[src/rtl/mips_isa_pkg.sv]
// Shared MIPS ISA definitions: opcodes, instruction kinds, field positions,
// and the kind-to-word encoder used by the program loader.
package mips_isa_pkg;

    localparam logic [5:0] OP_RTYPE = 6'b000000;
    localparam logic [5:0] OP_LW    = 6'b100011;
    localparam logic [5:0] OP_SW    = 6'b101011;
    localparam logic [5:0] OP_BEQ   = 6'b000100;
    localparam logic [5:0] OP_BNE   = 6'b000101;
    localparam logic [5:0] OP_J     = 6'b000010;
    localparam logic [5:0] OP_ADDI  = 6'b001000;
    localparam logic [5:0] OP_ANDI  = 6'b001100;

    typedef enum logic [3:0] {
        KIND_R    = 4'd0,
        KIND_LW   = 4'd1,
        KIND_SW   = 4'd2,
        KIND_BEQ  = 4'd3,
        KIND_BNE  = 4'd4,
        KIND_J    = 4'd5,
        KIND_ADDI = 4'd6,
        KIND_ANDI = 4'd7
    } kind_e;

    localparam int unsigned OP_LSB    = 26;
    localparam int unsigned RS_LSB    = 21;
    localparam int unsigned RT_LSB    = 16;
    localparam int unsigned RD_LSB    = 11;
    localparam int unsigned SHAMT_LSB = 6;
    localparam int unsigned FUNCT_LSB = 0;
    localparam int unsigned IMM_LSB   = 0;
    localparam int unsigned TGT_LSB   = 0;

    typedef struct packed {
        logic        legal;
        logic [31:0] word;
    } enc_t;

    function automatic enc_t encode_instr(
        input logic [3:0]  kind,
        input logic [4:0]  rs,
        input logic [4:0]  rt,
        input logic [4:0]  rd,
        input logic [4:0]  shamt,
        input logic [5:0]  funct,
        input logic [25:0] imm
    );
        enc_t       e;
        logic [5:0] op;
        logic       itype;
        e     = '0;
        e.legal = 1'b1;
        op    = OP_RTYPE;
        itype = 1'b0;
        case (kind)
            KIND_R: begin
                e.word[RS_LSB    +: 5] = rs;
                e.word[RT_LSB    +: 5] = rt;
                e.word[RD_LSB    +: 5] = rd;
                e.word[SHAMT_LSB +: 5] = shamt;
                e.word[FUNCT_LSB +: 6] = funct;
            end
            KIND_LW:   begin op = OP_LW;   itype = 1'b1; end
            KIND_SW:   begin op = OP_SW;   itype = 1'b1; end
            KIND_BEQ:  begin op = OP_BEQ;  itype = 1'b1; end
            KIND_BNE:  begin op = OP_BNE;  itype = 1'b1; end
            KIND_ADDI: begin op = OP_ADDI; itype = 1'b1; end
            KIND_ANDI: begin op = OP_ANDI; itype = 1'b1; end
            KIND_J: begin
                op = OP_J;
                e.word[TGT_LSB +: 26] = imm;
            end
            default: e.legal = 1'b0;
        endcase
        if (itype) begin
            e.word[RS_LSB  +: 5]  = rs;
            e.word[RT_LSB  +: 5]  = rt;
            e.word[IMM_LSB +: 16] = imm[15:0];
        end
        if (e.legal) begin
            e.word[OP_LSB +: 6] = op;
        end
        return e;
    endfunction

endpackage

[src/rtl/sync_fifo.sv]
// Synchronous FIFO with flush; head shows the oldest entry without popping.
module sync_fifo #(
    parameter int unsigned WIDTH = 32,
    parameter int unsigned DEPTH = 4
) (
    input  logic             clk,
    input  logic             rst_n,
    input  logic             flush,
    input  logic             push,
    input  logic [WIDTH-1:0] din,
    input  logic             pop,
    output logic             full,
    output logic             empty,
    output logic [WIDTH-1:0] head
);

    localparam int unsigned AW = $clog2(DEPTH);

    logic [AW:0]      wptr_q;
    logic [AW:0]      rptr_q;
    logic [WIDTH-1:0] mem_q [DEPTH];

    assign empty = (wptr_q == rptr_q);
    assign full  = (wptr_q[AW] != rptr_q[AW]) && (wptr_q[AW-1:0] == rptr_q[AW-1:0]);
    assign head  = mem_q[rptr_q[AW-1:0]];

    // Pointer and storage update; flush wins over push/pop.
    always_ff @(posedge clk or negedge rst_n) begin
        if (!rst_n) begin
            wptr_q <= '0;
            rptr_q <= '0;
            for (int unsigned i = 0; i < DEPTH; i++) begin
                mem_q[i] <= '0;
            end
        end else if (flush) begin
            wptr_q <= '0;
            rptr_q <= '0;
        end else begin
            if (push && !full) begin
                mem_q[wptr_q[AW-1:0]] <= din;
                wptr_q <= wptr_q + 1'b1;
            end
            if (pop && !empty) begin
                rptr_q <= rptr_q + 1'b1;
            end
        end
    end

endmodule

[src/rtl/instr_encode_loader.sv]
// Encodes instruction descriptions into MIPS words and streams them into
// instruction memory through a stallable write port.
module instr_encode_loader
    import mips_isa_pkg::*;
#(
    parameter int unsigned       ADDR_W     = 32,
    parameter logic [ADDR_W-1:0] BASE_ADDR  = '0,
    parameter int unsigned       FIFO_DEPTH = 4
) (
    input  logic              clk,
    input  logic              rst_n,
    input  logic              start,
    input  logic              in_valid,
    output logic              in_ready,
    input  logic [3:0]        in_kind,
    input  logic [4:0]        in_rs,
    input  logic [4:0]        in_rt,
    input  logic [4:0]        in_rd,
    input  logic [4:0]        in_shamt,
    input  logic [5:0]        in_funct,
    input  logic [25:0]       in_imm,
    input  logic              in_last,
    output logic              mem_we,
    output logic [ADDR_W-1:0] mem_addr,
    output logic [31:0]       mem_wdata,
    input  logic              mem_ready,
    output logic              done,
    output logic              err,
    output logic [ADDR_W-1:0] count
);

    localparam int unsigned PW = $clog2(FIFO_DEPTH) + 1;

    typedef enum logic [1:0] {
        IDLE,
        LOAD,
        DRAIN,
        DONE
    } state_e;

    state_e            state_q;
    logic [ADDR_W-1:0] addr_q;
    logic [ADDR_W-1:0] count_q;
    logic              err_q;
    logic [PW-1:0]     pend_q;
    logic [PW-1:0]     pend_d;

    enc_t        enc;
    logic        active;
    logic        fifo_full;
    logic        fifo_empty;
    logic [31:0] fifo_head;
    logic        accept;
    logic        push;
    logic        wr_fire;

    assign enc = encode_instr(in_kind, in_rs, in_rt, in_rd, in_shamt, in_funct, in_imm);

    assign active    = (state_q == LOAD) || (state_q == DRAIN);
    assign in_ready  = (state_q == LOAD) && !fifo_full;
    assign accept    = in_valid && in_ready && !start;
    assign push      = accept && enc.legal;
    assign mem_we    = active && !fifo_empty;
    assign wr_fire   = mem_we && mem_ready && !start;
    assign mem_wdata = mem_we ? fifo_head : '0;
    assign mem_addr  = addr_q;
    assign done      = (state_q == DONE);
    assign err       = err_q;
    assign count     = count_q;

    sync_fifo #(
        .WIDTH (32),
        .DEPTH (FIFO_DEPTH)
    ) u_fifo (
        .clk   (clk),
        .rst_n (rst_n),
        .flush (start),
        .push  (push),
        .din   (enc.word),
        .pop   (wr_fire),
        .full  (fifo_full),
        .empty (fifo_empty),
        .head  (fifo_head)
    );

    // Occupancy after this edge, so DRAIN can leave on the edge that empties the FIFO.
    always_comb begin
        pend_d = pend_q;
        if (push && !wr_fire) begin
            pend_d = pend_q + PW'(1);
        end else if (wr_fire && !push) begin
            pend_d = pend_q - PW'(1);
        end
    end

    // Session FSM, address/count tracking and sticky error; start overrides everything.
    always_ff @(posedge clk or negedge rst_n) begin
        if (!rst_n) begin
            state_q <= IDLE;
            addr_q  <= BASE_ADDR;
            count_q <= '0;
            err_q   <= 1'b0;
            pend_q  <= '0;
        end else if (start) begin
            state_q <= LOAD;
            addr_q  <= BASE_ADDR;
            count_q <= '0;
            err_q   <= 1'b0;
            pend_q  <= '0;
        end else begin
            pend_q <= pend_d;
            if (wr_fire) begin
                addr_q  <= addr_q + ADDR_W'(4);
                count_q <= count_q + ADDR_W'(1);
            end
            case (state_q)
                LOAD: begin
                    if (accept) begin
                        if (!enc.legal) begin
                            err_q <= 1'b1;
                        end
                        if (in_last) begin
                            state_q <= DRAIN;
                        end
                    end
                end
                DRAIN: begin
                    if (pend_d == '0) begin
                        state_q <= DONE;
                    end
                end
                default: ;
            endcase
        end
    end

endmodule

[config.mk]
export PLATFORM = sky130hd
export DESIGN_NAME = instr_encode_loader
export DESIGN_NICKNAME = d
export VERILOG_FILES = /design/src/rtl/mips_isa_pkg.sv /design/src/rtl/sync_fifo.sv /design/src/rtl/instr_encode_loader.sv
export SDC_FILE = /design/constraint.sdc
export NUM_CORES = 1
export LEC_CHECK = 0
export BUFFER_PORTS_ARGS = -buffer_cell sky130_fd_sc_hd__buf_2
export CAP_MARGIN = 10
export CORE_ASPECT_RATIO = 1.1
export CORE_MARGIN = 4
export CORE_UTILIZATION = 57
export DETAILED_ROUTE_END_ITERATION = 10
export GPL_TIMING_DRIVEN = 0
export PLACE_DENSITY = 0.79
export SLEW_MARGIN = 20
export SYNTH_ARGS = -nofsm -noshare
export SYNTH_HDL_FRONTEND = slang
export SYNTH_SLANG_ARGS = --single-unit
[constraint.sdc]
create_clock -name clk -period 2.6 [get_ports clk]
set_input_delay 0.26 -clock clk [delete_from_list [all_inputs] [get_ports clk]]
set_output_delay 0.26 -clock clk [all_outputs]
set_load 0.01 [all_outputs]
==> metrics.yaml <==
route:
  drc: 0
  routed_via_density: 5.79
  antenna_left: 0
  drt_iter0_markers: 615
  routed_wl_mm: 23.7
  wl_per_cell_um: 17.7
  first_pass_iters: 5
  via_count: 7745
logic_synthesis:
  yosys_warnings: 0
  synthSimpleGateAreaFrac_pct: 17.8
  synth-xor-area-share_pct: 5.81
  synth.area.mux_share_pct: 7.71
  synthFlopType: "dfrtp_1"
  synthAdderAreaFrac_pct: 1.58
  ys_seq_elements: 198
  synth_async_sr_flop_share_pct: 100
  syn-instance-count: 939
  synth-edff-count: 0
  synth_cell_types: 48
  syn_area_per_cell_um2: 10.1
  ys_seq_area_share_pct: 52.3
  synth_compound_area_share_pct: 11.5
  synth_top_family_by_area: "simple AND/OR/NAND/NOR gates"
  synthesis.area_um2: 9480
clock_tree:
  cts_buffers: 17
  cts_sinks: 198
  htreeDepth: 4
  path_clk_slew_ns: 0.06
  clockBufferDepth: 2
  cts_root_buf: "clkbuf_16"
  cts_tree: "built"
  clock_latency_ns: 0.44
timing:
  slew-limit-headroom_pct: 41.4
  period_needed_ns: 2.56
  timing.final.crit_share_pct: 98.5
  hold_slack_ns: 0.121
  slew_viol_final: 0
  fmax_mhz: 391
  clock_skew_ns: 0.00900
  finalSetupViolCount: 0
  rsz0062_at_grt: "yes"
  tightest_slew_ns: 0.875
  timing_hold_violations_final: 0
  setup_tns_ns: 0
global_routing:
  grt_pass1_vias: 7596
  grt_use_total_pct: 26.3
  grt_max_degree: 79
  grt_first_pass_wirelength_mm: 38.5
  antenna_found_initial: 0
  overflow: 0
floorplanning:
  fp.dieW_um: 131
  core_um2: 16300
  fp.dieH_um: 143
  fp-row-count: 49
  start_util_pct: 58.1
  dieArea_um2: 18800
  io_pins: 162
worst_setup_path:
  path_max_fanout: 10
  worstSetupPathType: "reg -> out"
  reg2regPathDepth: 9
  start_kind: "flip-flop"
  cp.arrival_ns: 2.30
  worstPathRequired_ns: 2.34
  reg2reg_from: "state_q[1]$_DFFE_PN0P_"
  startpoint: "u_fifo.rptr_q[0]$_DFFE_PN0P_"
  end_kind: "primary output"
placement:
  dp_cells: 1302
  portBuffers: 155
  gp_congestion: 0.816
  dp_hpwl_mm: 16.4
power_and_ir_drop:
  total_power_w: 0.00720
  p_leak_nw: 5.24
  ir_drop_mv: 0.470
  p_per_area_nw_per_um2: 635
finish:
  seq_area_um2: 4950
  antennaDiodeCount: 0
  drive_gt1_share_pct: 23.8
  fillers: 1267
  area_growth_pct: 19.6
  stdcell_count: 1337
  multiInputGateArea_um2: 4320
  final_cell_mix: "dfrtp_1, nand2_1, buf_2"
  mostFrequentLayoutCell: "dfrtp_1"
  utilization_pct: 69.5
  nets: 1194
outcome:
  outcome: "complete, no violations"
hold_path:
  worstHoldStart: "in_valid"
  min_delay_path_depth: 3
  hold_class: "in -> reg"
run:
  drv_cap: 0
==> path summary, 6_finish.rpt <==
path / endpoint / slack [ns]
worst max-delay path: mem_wdata[8] / 0.04
worst min-delay path: err$_DFFE_PN0P_ / 0.12
worst max register to register: u_fifo.mem_q[56]$_DFFE_PN0P_ / 0.13
worst min register to register: u_fifo.mem_q[53]$_DFFE_PN0P_ / 0.47
max in group asynchronous: u_fifo.mem_q[64]$_DFFE_PN0P_ / 1.51
min in group asynchronous: count[9]$_DFFE_PN0N_ / 0.33
==> synth_stat cells (10+ instances only) <==
cell	instances	area share, %
a22oi_1	26	2.1
inv_1	18	0.71
nor2b_1	34	2.2
xnor2_1	28	2.6
and4_1	10	0.92
nor2_1	66	2.6
a21oi_1	15	0.79
nand4_1	13	0.86
dfrtp_1	198	52
nand3_1	25	1.3
ha_1	12	1.6
nand2_1	163	6.5
mux4_2	31	7.4
clkbuf_1	48	1.9
o21ai_0	134	7.1
nor3_1	14	0.74
or3_1	12	0.79
xor2_1	33	3.0
==> kinds of logic (layout without fill, tap and decap cells) <==
group                    count (synthesis)  in the layout
flip-flops                             198            198
buffers and inverters                   78            270
other                                    1              3
AND/OR/NAND/NOR                        360            360
XOR/XNOR                                62             62
AO/OA/AOI/OAI                          194            194
adder cells (fa/ha/maj)                 12             12
multiplexers                            34             34
==> cell type report <==
cell class	count	share of cell area, %
timing repair buffer	160	7.64
tap	204	2.25
sequential	198	43.7
clock buffer	23	4.22
inverter	18	0.596
clock inverter	9	1.03
multi-input combinational	665	38.1
buffer	60	2.47
==> state kept, by name (all words and copies together), names as in the netlist <==
register / count
u_fifo.mem_q: 124
count: 32
mem_addr: 30
pend_q: 3
u_fifo.rptr_q: 3
u_fifo.wptr_q: 3
state_q: 2
err: 1
==> power breakdown <==
part | total, W | switching [W] | internal (W)
combinational | 0.00107 | 0.000589 | 0.000483
sequential | 0.00346 | 0.000141 | 0.00332
clock | 0.00267 | 0.00116 | 0.00151
total | 0.00720 | 0.00189 | 0.00531
==> repair_timing <==
action,in CTS,in global routing
pin swaps,0,1
gates resized for setup,29,33
hold buffers,1,0
buffers inserted,1,1
setup endpoints to repair,71,100
hold endpoints to repair,57,0
==> metal layers <==
| metal | global-route usage (%) | vias up | part of all wire, % |
|---|---|---|---|
| met2 | 43.2 | 277 | 51 |
| met3 | 4.60 | 36 | 5.8 |
| met1 | 35.9 | 3819 | 42 |
| met5 | 0 | - | 0 |
| li1 | - | 3613 | - |
| met4 | 8.34 | 0 | 1.7 |
==> per-stage QoR <==
stage | setup WS (ns) | instance area [um^2]
after global placement | -2.01 | 10500
after detailed placement | -0.177 | 10600
after global routing | -0.0944 | 11300
after floorplan | 0.318 | 9490
after CTS | 0.00873 | 11300
final | 0.0399 | 11300
==> worst max-delay path, stage by stage (launching register included) <==
cell and delay, ns:
dfrtp_1 0.35, buf_2 0.25, buf_2 0.39, mux4_2 0.56
nor2b_1 0.16, buf_2 0.15
Power figures use the tool's default switching activity.
